### config.mk
export PLATFORM = sky130hd
export DESIGN_NAME = mult_share_arbiter
export DESIGN_NICKNAME = d
export VERILOG_FILES = /design/src/rtl/mult_arb_pkg.sv /design/src/rtl/mult_rr_picker.sv /design/src/rtl/mult_share_arbiter.sv
export SDC_FILE = /design/constraint.sdc
export NUM_CORES = 1
export LEC_CHECK = 0
export BUFFER_PORTS_ARGS = -buffer_cell sky130_fd_sc_hd__buf_2
export CAP_MARGIN = 25
export CORE_MARGIN = 3
export CORE_UTILIZATION = 45
export DETAILED_ROUTE_END_ITERATION = 8
export PLACE_DENSITY = 0.78
export SLEW_MARGIN = 10
export SYNTH_ARGS = -nofsm -noshare
export SYNTH_HDL_FRONTEND = slang
export SYNTH_HIERARCHICAL = 1
export SYNTH_SLANG_ARGS = --single-unit
### constraint.sdc
create_clock -name clk -period 2.6 [get_ports clk]
set_input_delay 0.13 -clock clk [delete_from_list [all_inputs] [get_ports clk]]
set_output_delay 0.13 -clock clk [all_outputs]
set_load 0.01 [all_outputs]
### src/rtl/mult_arb_pkg.sv
// Shared types and helpers for the multiplier-sharing arbiter.
// Holds the FSM encoding and the round-robin pick function.
package mult_arb_pkg;

  typedef enum logic [1:0] {
    IDLE,
    LOAD,
    RUN,
    DONE
  } state_t;

  localparam int MULT_LATENCY_DEF = 9;
  localparam int NUM_REQ_DEF      = 4;
  localparam int MAX_REQ          = 8;

  typedef struct packed {
    logic       found;
    logic [2:0] idx;
  } pick_t;

  // Scan from the far end back so the nearest set bit after ptr wins.
  function automatic pick_t rr_pick(
    input logic [MAX_REQ-1:0] req,
    input logic [2:0]         ptr,
    input int                 n
  );
    pick_t p;
    int    j;
    p = '0;
    for (int k = MAX_REQ - 1; k >= 0; k--) begin
      if (k < n) begin
        j = (int'(ptr) + k) % n;
        if (req[j]) begin
          p.found = 1'b1;
          p.idx   = 3'(j);
        end
      end
    end
    return p;
  endfunction

endpackage

### src/rtl/mult_rr_picker.sv
// Combinational round-robin selection of one requester,
// starting the search at the registered pointer.
module mult_rr_picker
  import mult_arb_pkg::*;
#(
  parameter int NUM_REQ = NUM_REQ_DEF,
  parameter int ID_W    = $clog2(NUM_REQ)
) (
  input  logic [NUM_REQ-1:0] i_req,
  input  logic [ID_W-1:0]    i_ptr,
  output logic               o_found,
  output logic [ID_W-1:0]    o_idx
);

  logic [MAX_REQ-1:0] w_req;
  pick_t              w_pick;

  always_comb begin
    w_req              = '0;
    w_req[NUM_REQ-1:0] = i_req;
    w_pick             = rr_pick(w_req, 3'(i_ptr), NUM_REQ);
  end

  assign o_found = w_pick.found;
  assign o_idx   = w_pick.idx[ID_W-1:0];

endmodule

### src/rtl/mult_share_arbiter.sv
// Shares one sequential multiplier among NUM_REQ clients:
// round-robin grant, restart pulse, fixed-latency run, tagged response.
module mult_share_arbiter
  import mult_arb_pkg::*;
#(
  parameter int NUM_REQ      = NUM_REQ_DEF,
  parameter int MULT_LATENCY = MULT_LATENCY_DEF,
  parameter int ID_W         = $clog2(NUM_REQ)
) (
  input  logic                 clk,
  input  logic                 reset,
  input  logic [NUM_REQ-1:0]   req_valid,
  input  logic [8*NUM_REQ-1:0] req_x,
  input  logic [8*NUM_REQ-1:0] req_y,
  output logic [NUM_REQ-1:0]   req_ready,
  output logic                 rsp_valid,
  output logic [ID_W-1:0]      rsp_id,
  output logic [15:0]          rsp_res,
  output logic                 busy,
  output logic                 mult_reset,
  output logic                 mult_en,
  output logic [7:0]           mult_x,
  output logic [7:0]           mult_y,
  input  logic [15:0]          mult_res
);

  localparam int CNT_W = $clog2(MULT_LATENCY + 1);

  state_t             r_state;
  state_t             w_next;
  logic [ID_W-1:0]    r_ptr;
  logic [ID_W-1:0]    r_gid;
  logic [CNT_W-1:0]   r_cnt;
  logic [NUM_REQ-1:0] r_ready;
  logic               r_rsp_valid;
  logic [ID_W-1:0]    r_rsp_id;
  logic [15:0]        r_rsp_res;
  logic [7:0]         r_x;
  logic [7:0]         r_y;
  logic               w_found;
  logic [ID_W-1:0]    w_win;

  mult_rr_picker #(
    .NUM_REQ (NUM_REQ),
    .ID_W    (ID_W)
  ) u_pick (
    .i_req   (req_valid),
    .i_ptr   (r_ptr),
    .o_found (w_found),
    .o_idx   (w_win)
  );

  always_comb begin
    w_next = r_state;
    unique case (r_state)
      IDLE:    if (w_found) w_next = LOAD;
      LOAD:    w_next = RUN;
      RUN:     if (r_cnt == '0) w_next = DONE;
      DONE:    w_next = IDLE;
      default: w_next = IDLE;
    endcase
  end

  always_ff @(posedge clk or posedge reset) begin
    if (reset) begin
      r_state     <= IDLE;
      r_ptr       <= '0;
      r_gid       <= '0;
      r_cnt       <= '0;
      r_ready     <= '0;
      r_rsp_valid <= 1'b0;
      r_rsp_id    <= '0;
      r_rsp_res   <= '0;
      r_x         <= '0;
      r_y         <= '0;
    end else begin
      r_state     <= w_next;
      r_ready     <= '0;
      r_rsp_valid <= 1'b0;
      unique case (r_state)
        IDLE: begin
          if (w_found) begin
            r_x     <= req_x[8*w_win +: 8];
            r_y     <= req_y[8*w_win +: 8];
            r_gid   <= w_win;
            r_ready <= NUM_REQ'(1) << w_win;
            r_ptr   <= (w_win == ID_W'(NUM_REQ - 1)) ? '0 : w_win + 1'b1;
          end
        end
        LOAD: r_cnt <= CNT_W'(MULT_LATENCY - 1);
        RUN: begin
          if (r_cnt != '0) begin
            r_cnt <= r_cnt - 1'b1;
          end else begin
            r_rsp_res   <= mult_res;
            r_rsp_id    <= r_gid;
            r_rsp_valid <= 1'b1;
          end
        end
        default: ;
      endcase
    end
  end

  assign req_ready  = r_ready;
  assign rsp_valid  = r_rsp_valid;
  assign rsp_id     = r_rsp_id;
  assign rsp_res    = r_rsp_res;
  assign busy       = (r_state != IDLE);
  assign mult_reset = reset | (r_state == LOAD);
  assign mult_en    = (r_state == RUN);
  assign mult_x     = r_x;
  assign mult_y     = r_y;

endmodule

==> flow_summary_export.csv <==
group,metric,value,unit
pwr,switching_power,1.353,mW
flow_run,cap_violations,0,
route,firstDrtPassIters,4,
global_routing,grt_pass1_vias,2011,
setup_path,slowest_delay,490,ps
floorplan,core_area,0.005205,mm2
pwr,ir_drop,513.1,uV
clock_network,tritoncts,"done",
clock_network,root_buffer,"clkbuf_8",
timing,max_freq,499.6,MHz
logic_synthesis,synth_ff_type,"dfrtp_1",
clock_network,clk_pin_slew_worst_paths,90,ps
setup_path,crit_chain,"inv_1 -> a22o_1 -> a211oi_4 -> buf_4 -> mux2i_1 -> o221ai_1",
pwr,p_per_area,1081,mW/mm2
finish,final_common_cell,"buf_2",
setup_path,critPathKind,"flip-flop to flip-flop",
place,placed_area,0.003147,mm2
setup_path,worst-path-buf-inv,2,
timing,worstMarginPinSlew,670.3,ps
global_routing,antenna_found_initial,0,
finish,final_area,0.003253,mm2
floorplan,rows,26,
clock_network,cts_buffer_depth,2,
place,gpl.final_weighted_congestion,0.7537,
place,place_hpwl,4.336,mm
setup_path,cp.required,2750,ps
clock_network,postCtsHoldBufs,1,
floorplan,start_util,47.24,%
clock_network,cts_max_level,2,
clock_network,numCtsBuffers,5,
clock_network,insertion_delay,300,ps
finish,layout.nets,430,
finish,final_cell_mix,"buf_2 (127), dfrtp_1 (49), mux2i_1 (33)",
timing,hold_viol_final,0,
floorplan,die_area,0.006386,mm2
setup_path,crit_path_max_fanout,35,
pwr,sequentialPowerShare,37.3,%
global_routing,gr-total-overflow,0,
logic_synthesis,syn_nets,304,
pwr,leakagePower,1.747,nW
place,place_inst,398,
route,drcViolationCount,0,
global_routing,grt_usage,17.68,%
hold_path,hold_class,"input pin to flip-flop",
timing,rsz0062_at_grt,"no",
clock_network,cts_sinks,49,
timing,finClkSkew,6.773,ps
logic_synthesis,synth_area_per_cell,11.71,um2
outcome,status,"complete, no violations",
logic_synthesis,yosysWarnings,6,
timing,slew_viol_final,0,
setup_path,cpMaxStageDelayCell,"buf_4",
finish,drive_gt1_share,47.48,%
finish,area_delta_synth_final,32.32,%
timing,fin_tns_setup,0,ps
pwr,clockPowerShare,13.1,%
setup_path,crit_family,"compound AO/OA/AOI/OAI gates",
setup_path,cp_data_arrival_time,2150,ps
logic_synthesis,ys_types,28,
route,dr.first_iter.drc_count,77,
global_routing,grt_max_degree,36,
finish,stdcell_count,407,
logic_synthesis,ys_async_sr_fraction,100.0,%
pwr,p_comb_share,49.6,%
finish,multiInputGateArea,0.001122,mm2
logic_synthesis,synth_edf_count,0,
logic_synthesis,synth_area,0.002459,mm2
setup_path,end_kind,"flip-flop",
floorplan,die_y,79.92,um
finish,n_antenna_cell,0,
clock_network,cts_setup_buffers,0,
route,routed_via_density,5.002,
logic_synthesis,seq_area_frac_synth,49.87,%
route,ant_nets,0,
logic_synthesis,netlist_instances,210,
pwr,p_sw_share,38.47,%
logic_synthesis,ys_ff_latch,49,
timing,period_needed,2001,ps
floorplan,io_pins,128,
timing,setup_violations,0,
floorplan,die_w,79.92,um
route,wl_per_cell,13.76,um
timing,slew_headroom,55.18,%
global_routing,grt_first_pass_wirelength,8.845,mm
route,detailroute.via_count,2036,
setup_path,worst_setup_path_start_kind,"flip-flop",
route,wl,5.601,mm
pwr,internal_power,2.164,mW
finish,fillers,441,
place,io_buffers,127,
finish,regArea,0.001226,mm2
timing,fin_crit_sh,76.98,%
clock_network,cts_resized,0,
-- worst paths after layout --
check / slack (ps) / start / to / cells past startpoint
hold / removal: 40 / mult_res[15] / rsp_res[15]$_DFFE_PP0P_ / 2
max in group asynchronous: 1450 / reset / mult_x[2]$_DFFE_PP0P_ / 4
min in group asynchronous: 460 / reset / r_cnt[0]$_DFFE_PP0P_ / 3
setup / recovery: 600 / r_ptr[0]$_DFFE_PP0P_ / mult_y[2]$_DFFE_PP0P_ / 6
setup reg to reg: 600 / r_ptr[0]$_DFFE_PP0P_ / mult_y[2]$_DFFE_PP0P_ / 6
hold reg to reg: 480 / r_gid[1]$_DFFE_PP0P_ / r_gid[1]$_DFFE_PP0P_ / 2
-- state kept, by name, indices dropped and copies added, names as in the netlist --
register   count
mult_x         8
r_cnt          4
mult_y         8
r_gid          2
rsp_valid      1
rsp_id         2
r_ptr          2
r_state        2
req_ready      4
rsp_res       16
-- synthesized netlist by cell type (3+ instances only) --
master | instances | share of area (%)
o221ai_1 | 16 | 5.7
buf_4 | 4 | 1.2
mux2_2 | 17 | 7.8
o21ai_0 | 8 | 1.6
mux2i_1 | 33 | 13
mux2_1 | 3 | 1.4
dfrtp_1 | 49 | 50
inv_1 | 12 | 1.8
nand2_1 | 25 | 3.8
nor2_1 | 4 | 0.61
a21oi_1 | 4 | 0.81
ha_1 | 8 | 4.1
buf_2 | 6 | 1.2
and3_1 | 4 | 1.0
-- power by group through the flow --
stage / clock network, mW / logic, mW / registers (mW)
finish: 0.462 / 1.75 / 1.31
CTS: 0.480 / 1.77 / 1.31
floorplan: 0 / 1.06 / 1.44
global placement: 0 / 1.71 / 1.31
global route: 0.516 / 1.93 / 1.36
detailed placement: 0 / 1.77 / 1.32
-- layout make-up --
| class | count | area share, % |
|---|---|---|
| clock buffers | 6 | 2.538 |
| clock inverters | 2 | 0.4231 |
| inverters | 12 | 1.385 |
| multi-input cells | 136 | 34.50 |
| flip-flops and latches | 49 | 37.69 |
| well taps | 70 | 2.692 |
| repair buffers | 132 | 20.77 |
-- cells by family after synthesis --
kind of cell    count (synthesis)  synth area share, %
mux                            53                22.60
flops                          49                49.87
simple gates                   42                8.397
compound gates                 33                10.28
buf+inv                        25                4.784
fa+ha+maj                       8                4.071
-- per-stage QoR --
step / power [mW] / hold slack, ps / setup slack (ps) / utilization [%]
finish: 3.517 / 42.45 / 598.6 / 62.50
global route: 3.800 / 33.62 / 454.3 / 62.50
CTS: 3.562 / 30.33 / 614.4 / 62.50
detailed placement: 3.093 / 248.1 / 621.3 / 60.46
global placement: 3.021 / 245.2 / 668.8 / 60.46
floorplan: 2.500 / 264.7 / 527.0 / -
-- routing by layer --
metal / part of all wire (%) / track usage [%] / vias up
li1: - / - / 1003
met1: 40 / 20.65 / 951
met2: 53 / 31.95 / 77
met3: 6.2 / 4.176 / 5
met4: 1.2 / 5.068 / 0
met5: 0 / 0 / -
Power figures use the tool's default switching activity.
